**src/rtl/dmem_access_unit.sv**
```systemverilog
// Data-memory access unit: turns core load/store requests into single-beat
// bus transactions, generating byte lanes, replicated store data and the
// sign/zero-extended load result.
module dmem_access_unit (
  input  logic        i_clk,
  input  logic        i_reset,
  input  logic        i_mem_read,
  input  logic        i_mem_write,
  input  logic [3:0]  i_d_size,
  input  logic        i_d_unsigned,
  input  logic [31:0] i_addr,
  input  logic [31:0] i_wdata,
  output logic [31:0] o_rdata,
  output logic        o_stall,
  output logic        o_access_err,
  output logic        o_bus_req,
  output logic        o_bus_we,
  output logic [31:0] o_bus_addr,
  output logic [3:0]  o_bus_be,
  output logic [31:0] o_bus_wdata,
  input  logic        i_bus_gnt,
  input  logic        i_bus_rvalid,
  input  logic [31:0] i_bus_rdata
);

  typedef enum logic [1:0] {
    S_IDLE,
    S_REQ,
    S_RSP,
    S_DONE
  } state_t;

  state_t      state_q;
  state_t      state_d;

  logic        size_ok;
  logic        acc_valid;
  logic        capture;
  logic        load_rdata;
  logic [7:0]  be_wide;
  logic [3:0]  be_next;
  logic [31:0] wdata_next;
  logic [31:0] rdata_shift;
  logic [31:0] rdata_ext;

  // Captured access attributes needed to extract the load result
  logic [1:0]  off_q;
  logic [3:0]  size_q;
  logic        unsigned_q;

  // Request decode: size legality, alignment and lane/data formatting
  always_comb begin
    size_ok = 1'b0;
    case (i_d_size)
      4'b0001: size_ok = 1'b1;
      4'b0011: size_ok = ~i_addr[0];
      4'b1111: size_ok = (i_addr[1:0] == 2'b00);
      default: size_ok = 1'b0;
    endcase
    acc_valid = (i_mem_read ^ i_mem_write) & size_ok;

    be_wide = {4'b0000, i_d_size} << i_addr[1:0];
    be_next = be_wide[3:0];

    case (i_d_size)
      4'b0001: wdata_next = {4{i_wdata[7:0]}};
      4'b0011: wdata_next = {2{i_wdata[15:0]}};
      default: wdata_next = i_wdata;
    endcase
  end

  // Load extraction from the raw bus word using the captured offset/size
  always_comb begin
    rdata_shift = i_bus_rdata >> {off_q, 3'b000};
    case (size_q)
      4'b0001: rdata_ext = unsigned_q ? {24'h000000, rdata_shift[7:0]}
                                      : {{24{rdata_shift[7]}}, rdata_shift[7:0]};
      4'b0011: rdata_ext = unsigned_q ? {16'h0000, rdata_shift[15:0]}
                                      : {{16{rdata_shift[15]}}, rdata_shift[15:0]};
      default: rdata_ext = rdata_shift;
    endcase
  end

  // Next-state and control outputs; reset masks the combinational outputs
  // so nothing is asserted while the state register is being cleared
  always_comb begin
    state_d      = state_q;
    capture      = 1'b0;
    load_rdata   = 1'b0;
    o_stall      = 1'b0;
    o_access_err = 1'b0;
    o_bus_req    = 1'b0;
    case (state_q)
      S_IDLE: begin
        if (acc_valid) begin
          capture = 1'b1;
          o_stall = 1'b1;
          state_d = S_REQ;
        end else if (i_mem_read | i_mem_write) begin
          o_access_err = 1'b1;
        end
      end
      S_REQ: begin
        o_bus_req = 1'b1;
        o_stall   = 1'b1;
        if (i_bus_gnt) begin
          state_d = o_bus_we ? S_DONE : S_RSP;
        end
      end
      S_RSP: begin
        o_stall = 1'b1;
        if (i_bus_rvalid) begin
          load_rdata = 1'b1;
          state_d    = S_DONE;
        end
      end
      S_DONE: begin
        state_d = S_IDLE;
      end
      default: state_d = S_IDLE;
    endcase
    if (i_reset) begin
      state_d      = S_IDLE;
      capture      = 1'b0;
      load_rdata   = 1'b0;
      o_stall      = 1'b0;
      o_access_err = 1'b0;
      o_bus_req    = 1'b0;
    end
  end

  // State register
  always_ff @(posedge i_clk) begin
    if (i_reset) state_q <= S_IDLE;
    else         state_q <= state_d;
  end

  // Captured request: bus fields are held here so they stay stable until grant
  always_ff @(posedge i_clk) begin
    if (i_reset) begin
      o_bus_addr  <= '0;
      o_bus_be    <= '0;
      o_bus_wdata <= '0;
      o_bus_we    <= 1'b0;
      off_q       <= '0;
      size_q      <= '0;
      unsigned_q  <= 1'b0;
    end else if (capture) begin
      o_bus_addr  <= {i_addr[31:2], 2'b00};
      o_bus_be    <= be_next;
      o_bus_wdata <= wdata_next;
      o_bus_we    <= i_mem_write;
      off_q       <= i_addr[1:0];
      size_q      <= i_d_size;
      unsigned_q  <= i_d_unsigned;
    end
  end

  // Load result register, updated only when a read response is accepted
  always_ff @(posedge i_clk) begin
    if (i_reset)         o_rdata <= '0;
    else if (load_rdata) o_rdata <= rdata_ext;
  end

endmodule

```
**config.mk**
```make
export PLATFORM = sky130hd
export DESIGN_NAME = dmem_access_unit
export DESIGN_NICKNAME = d
export VERILOG_FILES = /design/src/rtl/dmem_access_unit.sv
export SDC_FILE = /design/constraint.sdc
export NUM_CORES = 1
export LEC_CHECK = 0
export CAP_MARGIN = 10
export CORE_UTILIZATION = 40
export DETAILED_ROUTE_END_ITERATION = 16
export PLACE_DENSITY_LB_ADDON = 0.12
export RECOVER_POWER = 100
export SLEW_MARGIN = 20
export SYNTH_ARGS = -nofsm -noshare
export SYNTH_HDL_FRONTEND = slang
export SYNTH_SLANG_ARGS = --single-unit
```
**constraint.sdc**
```tcl
create_clock -name i_clk -period 5.5 [get_ports i_clk]
set_input_delay 0.55 -clock i_clk [delete_from_list [all_inputs] [get_ports i_clk]]
set_output_delay 0.55 -clock i_clk [all_outputs]
set_load 0.005 [all_outputs]
```
==> results.cfg, run 1 <==
[logic_synthesis]
synth-compound-area-share = 0.160
async_flop_share = 0
ys_types = 42
synth_top_family_by_area = multiplexers
yosysMostFrequentCell = dfxtp_1
avgSynthCellArea_sq_um = 9.31
synth_flop_cell = dfxtp_1
synth.area.mux_share = 0.203
synth_area_leaders = dfxtp_1 44%, mux2i_1 16%, nor2_1 5.9%
synth_common_cells = 108 x dfxtp_1, 79 x mux2i_1, 77 x nor2_1
synth-xor-area-share = 0
yosys.area_share.adder = 0.0153
synth-edff-count = 0
synth_seq_cells = 108
synth_simple_gate_area_share = 0.123
synth_area_sq_um = 4890
ys_seq_area_frac = 0.442
synth_top_area_share = 0.442
synthCells = 526
yosysWarnings = 0
synth_area_leader_cell = dfxtp_1

[run_status]
status = completed

[sta]
setup_slack_ps = 1890
slew_violations = 0
finalCritPeriodShare = 0.657
period_needed_ps = 3610
hold_violations = 0
rsz0062_at_grt = no
finClkSkew_ps = 5.59
fmax_mhz = 277
tns_ps = 0
slew_headroom = 0.248
setup_viol = 0
tightestPinTransition_ps = 1130

[place]
place_ws_ps = 1570
port_buffers = 208
detailed_place_hpwl_um = 10300
gp_congestion = 0.805

[route]
drtIter0Drc = 240
viasPerCell = 5.23
final_antenna_net_count = 0
vias = 4478
drt_pass1_iterations = 4
drc_errors = 0
wl_per_cell_um = 16.3
routed_wl_um = 14000

[cts]
cts_root_buf = clkbuf_16
path_clk_slew_ps = 70
cts_tree = done
clkSinkCount = 108
postCtsSetupBuffers = 0
postCtsResizedCells = 0
clockBufferDepth = 2
clk_latency_ps = 340
cts_max_level = 3
postCtsHoldBufs = 0
cts_buffers = 9

[critical_path]
cp-end-kind = register
worst_ep_required_time_ps = 5730
start_kind = input pin
cp_max_fo = 78
path_cells = dlygate4sd3_1, a211o_1, o32ai_1, buf_4, nor2_1, a22o_1
max_stage_delay_ps = 850
crit_type = in -> reg
worst_path_max_delay_cell = buf_4
crit_family = buffers and inverters
critPathBufInv = 2
worstPathArrival_ps = 3840

[die]
die_y_um = 113
fp.dieArea_sq_um = 12700
rows = 40
coreArea_sq_um = 12000
ios = 211
die_x_um = 113
start_util = 0.409

[cells_and_area]
diodes = 0
syn_to_final_growth_pct = 47.8
nNetsFinal = 819
num-fill-cells = 1060
final_util = 0.605
drive_gt1_frac = 0.0535

[global_route]
grt_use_total = 0.219
grt_pass1_wl_um = 21900
antenna_found_initial = 0
grt_pass1_vias = 4420
grt_max_degree = 79
grt-ovfl-total = 0

[power]
totalPowerFinal_uw = 1930
max-vdd-ir-drop_v = 0.000208
power.density_nw_per_um2 = 267
p_leak_uw = 0.00293

[job]
drv_cap = 0

[min_path]
hold_path.class = reg -> reg
## per-stage QoR
step	area [sq um]	cells	hold WS (ps)
after floorplan	4900	527	432
after global placement	6960	842	446
after detailed placement	6960	842	447
after CTS	7250	857	464
after global routing	7230	857	479
final	7230	857	454
## sequential cells by signal, indices dropped and copies added, names as in the netlist
name         flops
size_q           4
unsigned_q       1
o_bus_wdata     32
o_bus_be         4
state_q          2
o_bus_addr      30
o_bus_we         1
off_q            2
o_rdata         32
## path summary, 6_finish.rpt
check	cells after the start	slack, ps	start	to
max	6	1890	i_d_size[1]	o_bus_be[1]$_SDFFE_PP0P_
min	2	450	o_rdata[7]$_SDFFE_PP0P_	o_rdata[7]$_SDFFE_PP0P_
max reg2reg	7	2430	state_q[1]$_SDFFE_PP0P_	o_bus_be[1]$_SDFFE_PP0P_
min reg2reg	2	450	o_rdata[7]$_SDFFE_PP0P_	o_rdata[7]$_SDFFE_PP0P_
## cells by family after synthesis
logic type | after synthesis
fa+ha+maj | 6
flops | 108
buf+inv | 54
compound gates | 120
mux | 96
simple gates | 141
other cells | 1
## area by class of cell
| class | count | area [sq um] | share of cell area |
|---|---|---|---|
| inverters | 11 | 41.3 | 0.00571 |
| clock inverters | 4 | 50.0 | 0.00692 |
| repair buffers | 211 | 2100 | 0.290 |
| flip-flops and latches | 108 | 2160 | 0.299 |
| clock buffers | 11 | 243 | 0.0336 |
| well taps | 147 | 184 | 0.0254 |
| multi-input cells | 365 | 2450 | 0.339 |
## layout by cell type (no fill, tap or decap), drive strengths merged, types with 2 or more instances in the layout
cell type	netlist	routed
a211oi	17	17
conb	1	2
buf	21	4
nand4	2	2
clkbuf	22	11
nand3b	2	2
nor3	2	2
clkdlybuf4s50	0	104
mux2i	79	79
o2bb2ai	18	18
inv	11	11
nor2b	3	3
nand3	9	9
dlygate4sd3	0	103
nand2	37	37
a21oi	50	50
mux2	16	16
dfxtp	108	108
a22o	3	3
ha	6	6
and3	4	4
o21ai	23	23
nor3b	2	2
clkinvlp	0	2
nor2	77	77
## layer usage
| metal | GRT usage | share of wire | up-vias |
|---|---|---|---|
| li1 | - | - | 2214 |
| met1 | 0.243 | 0.40 | 2080 |
| met2 | 0.389 | 0.50 | 162 |
| met3 | 0.0734 | 0.083 | 22 |
| met4 | 0.0738 | 0.018 | 0 |
| met5 | 0 | 0 | - |
## where the power goes
part	total [uW]	switching, uW	internal [uW]
clock network	639	277	363
registers	873	35.3	838
logic	416	189	227
total	1930	501	1430
## worst reg2reg max path, delay by kind of cell (launching register included)
kind | cells | cell delay [ps]
adder cells (fa/ha/maj) | 1 | 280
AND/OR/NAND/NOR | 1 | 520
flip-flops | 1 | 350
buffers and inverters | 3 | 1090
AO/OA/AOI/OAI | 2 | 730
No activity file was read; power rests on OpenSTA's default activity.
==> run 2: changes to the inputs <==
--- a/config.mk
+++ b/config.mk
@@ -6,7 +6,7 @@
 export NUM_CORES = 1
 export LEC_CHECK = 0
 export CAP_MARGIN = 10
-export CORE_UTILIZATION = 40
+export CORE_UTILIZATION = 38
 export DETAILED_ROUTE_END_ITERATION = 16
 export PLACE_DENSITY_LB_ADDON = 0.12
 export RECOVER_POWER = 100
==> constraint.sdc (replaced) <==
create_clock -name i_clk -period 3.23 [get_ports i_clk]
set_input_delay 0.323 -clock i_clk [delete_from_list [all_inputs] [get_ports i_clk]]
set_output_delay 0.323 -clock i_clk [all_outputs]
set_load 0.005 [all_outputs]
==> run 2 against run 1 <==
Compared with the run above: core utilization fell by 2.0 points; worst setup slack got worse by 1500 ps; worst hold slack improved by 2.9 ps; clock power rose by 77%; sequential share of layout area fell by 0.47 points; register-to-register slack got worse by 1900 ps; final cell count rose by 3.9%; combinational power rose by 74%; highest routed layer unchanged; clock-buffer cell count did not move; critical path depth rose by 2.
==> results.cfg, run 2 (synthesis results as in run 1) <==
[die]
fp.dieArea_sq_um = 13300
ios = 211
start_util = 0.389
die_x_um = 115
rows = 41
die_y_um = 115
coreArea_sq_um = 12600

[cts]
clk_latency_ps = 350
cts_max_level = 3
postCtsSetupBuffers = 0
clockBufferDepth = 2
path_clk_slew_ps = 70
postCtsHoldBufs = 0
cts_root_buf = clkbuf_16
clkSinkCount = 108
postCtsResizedCells = 0
cts_buffers = 9
cts_tree = done

[route]
viasPerCell = 4.95
vias = 4406
drt_pass1_iterations = 6
routed_wl_um = 13800
final_antenna_net_count = 0
drc_errors = 0
wl_per_cell_um = 15.5
drtIter0Drc = 188

[critical_path]
cp_common_cell = dlygate4sd3_1
crit_start = i_mem_write
cp-end-kind = primary output
max_stage_delay_ps = 590
cp_max_fo = 3
reg2reg_from = off_q[1]$_SDFFE_PP0P_
worstPathArrival_ps = 2520
path_cells = dlygate4sd3_1, inv_1, ha_1, nand2_1, o32ai_4, nor2_1, nor3_1, dlygate4sd3_1
crit_type = in -> out
worst_path_max_delay_cell = dlygate4sd3_1
worst_ep_required_time_ps = 2910
start_kind = input pin
rrSetupSlack_ps = 540

[min_path]
hold_path.class = reg -> reg
min_from = o_bus_wdata[25]$_SDFFE_PP0P_

[place]
gp_congestion = 0.822
port_buffers = 208
detailed_place_hpwl_um = 10200

[power]
max-vdd-ir-drop_v = 0.000297
p_leak_uw = 0.00296
power.density_nw_per_um2 = 453

[global_route]
grt-ovfl-total = 0
grt_max_degree = 54
grt_pass1_wl_um = 21000
grt_pass1_vias = 4219
antenna_found_initial = 0
grt_use_total = 0.205

[cells_and_area]
nNetsFinal = 826
num-fill-cells = 1117
syn_to_final_growth_pct = 50.1
diodes = 0
layout_commonest_cell = dfxtp_1
reg_top3 = o_bus_wdata (32), o_rdata (32), o_bus_addr (30)
drive_gt1_frac = 0.0613
final_util = 0.585
most-common-layout-cells = 108 x dfxtp_1, 104 x clkdlybuf4s50_1, 103 x dlygate4sd3_1, 79 x mux2i_1, 77 x nor2_1

[sta]
period_needed_ps = 2840
hold_violations = 0
tightestPinTransition_ps = 1170
slew_headroom = 0.220
tns_ps = 0
fmax_mhz = 352
rsz0062_at_grt = no
finalCritPeriodShare = 0.880
slew_violations = 0
setup_viol = 0
finClkSkew_ps = 4.29

[run_status]
status = completed

[job]
drv_cap = 0
## run 2: layout make-up
| class | count | area [sq um] | area share |
|---|---|---|---|
| multi-input cells | 365 | 2470 | 0.336 |
| flip-flops and latches | 108 | 2160 | 0.294 |
| repair buffers | 218 | 2160 | 0.293 |
| clock buffers | 11 | 243 | 0.0330 |
| well taps | 172 | 215 | 0.0293 |
| clock inverters | 5 | 58.8 | 0.00800 |
| inverters | 11 | 41.3 | 0.00562 |
## run 2: report_power, final
group | leakage [uW] | switching [uW] | total, uW | internal (uW)
Clock | 0.000142 | 502 | 1130 | 625
Combinational | 0.00195 | 333 | 725 | 392
Sequential | 0.000873 | 52.7 | 1480 | 1430
Total | 0.00296 | 888 | 3330 | 2440
## run 2: final timing paths
path,to,cells after the start
max,o_stall,8
min,o_bus_wdata[25]$_SDFFE_PP0P_,1
max reg2reg,o_rdata[20]$_SDFFE_PP0P_,5
min reg2reg,o_bus_wdata[25]$_SDFFE_PP0P_,1
## run 2: worst max-delay path, delay by kind of cell
family	cells	cell delay (ps)
AOI/OAI and AO/OA	1	360
buffers and inverters	3	1190
and+or+nand+nor	3	340
adders and majority gates	1	320
## run 2: layer usage
| metal | GRT usage | vias up | part of all wire |
|---|---|---|---|
| li1 | - | 2218 | - |
| met1 | 0.247 | 2028 | 0.44 |
| met2 | 0.340 | 141 | 0.46 |
| met3 | 0.0774 | 19 | 0.078 |
| met4 | 0.0623 | 0 | 0.017 |
| met5 | 0 | - | 0 |
## run 2: through the flow
stage                     total power [uW]  worst slack (ps)  instances  hold WS, ps  cell area, sq um
after floorplan                       1860              1350        527          432              4900
after global placement                2250               541        874          445              7060
after detailed placement              2270               479        874          445              7060
after CTS                             3410               498        890          395              7360
after global routing                  3490               291        890          484              7350
final                                 3330               387        890          457              7350
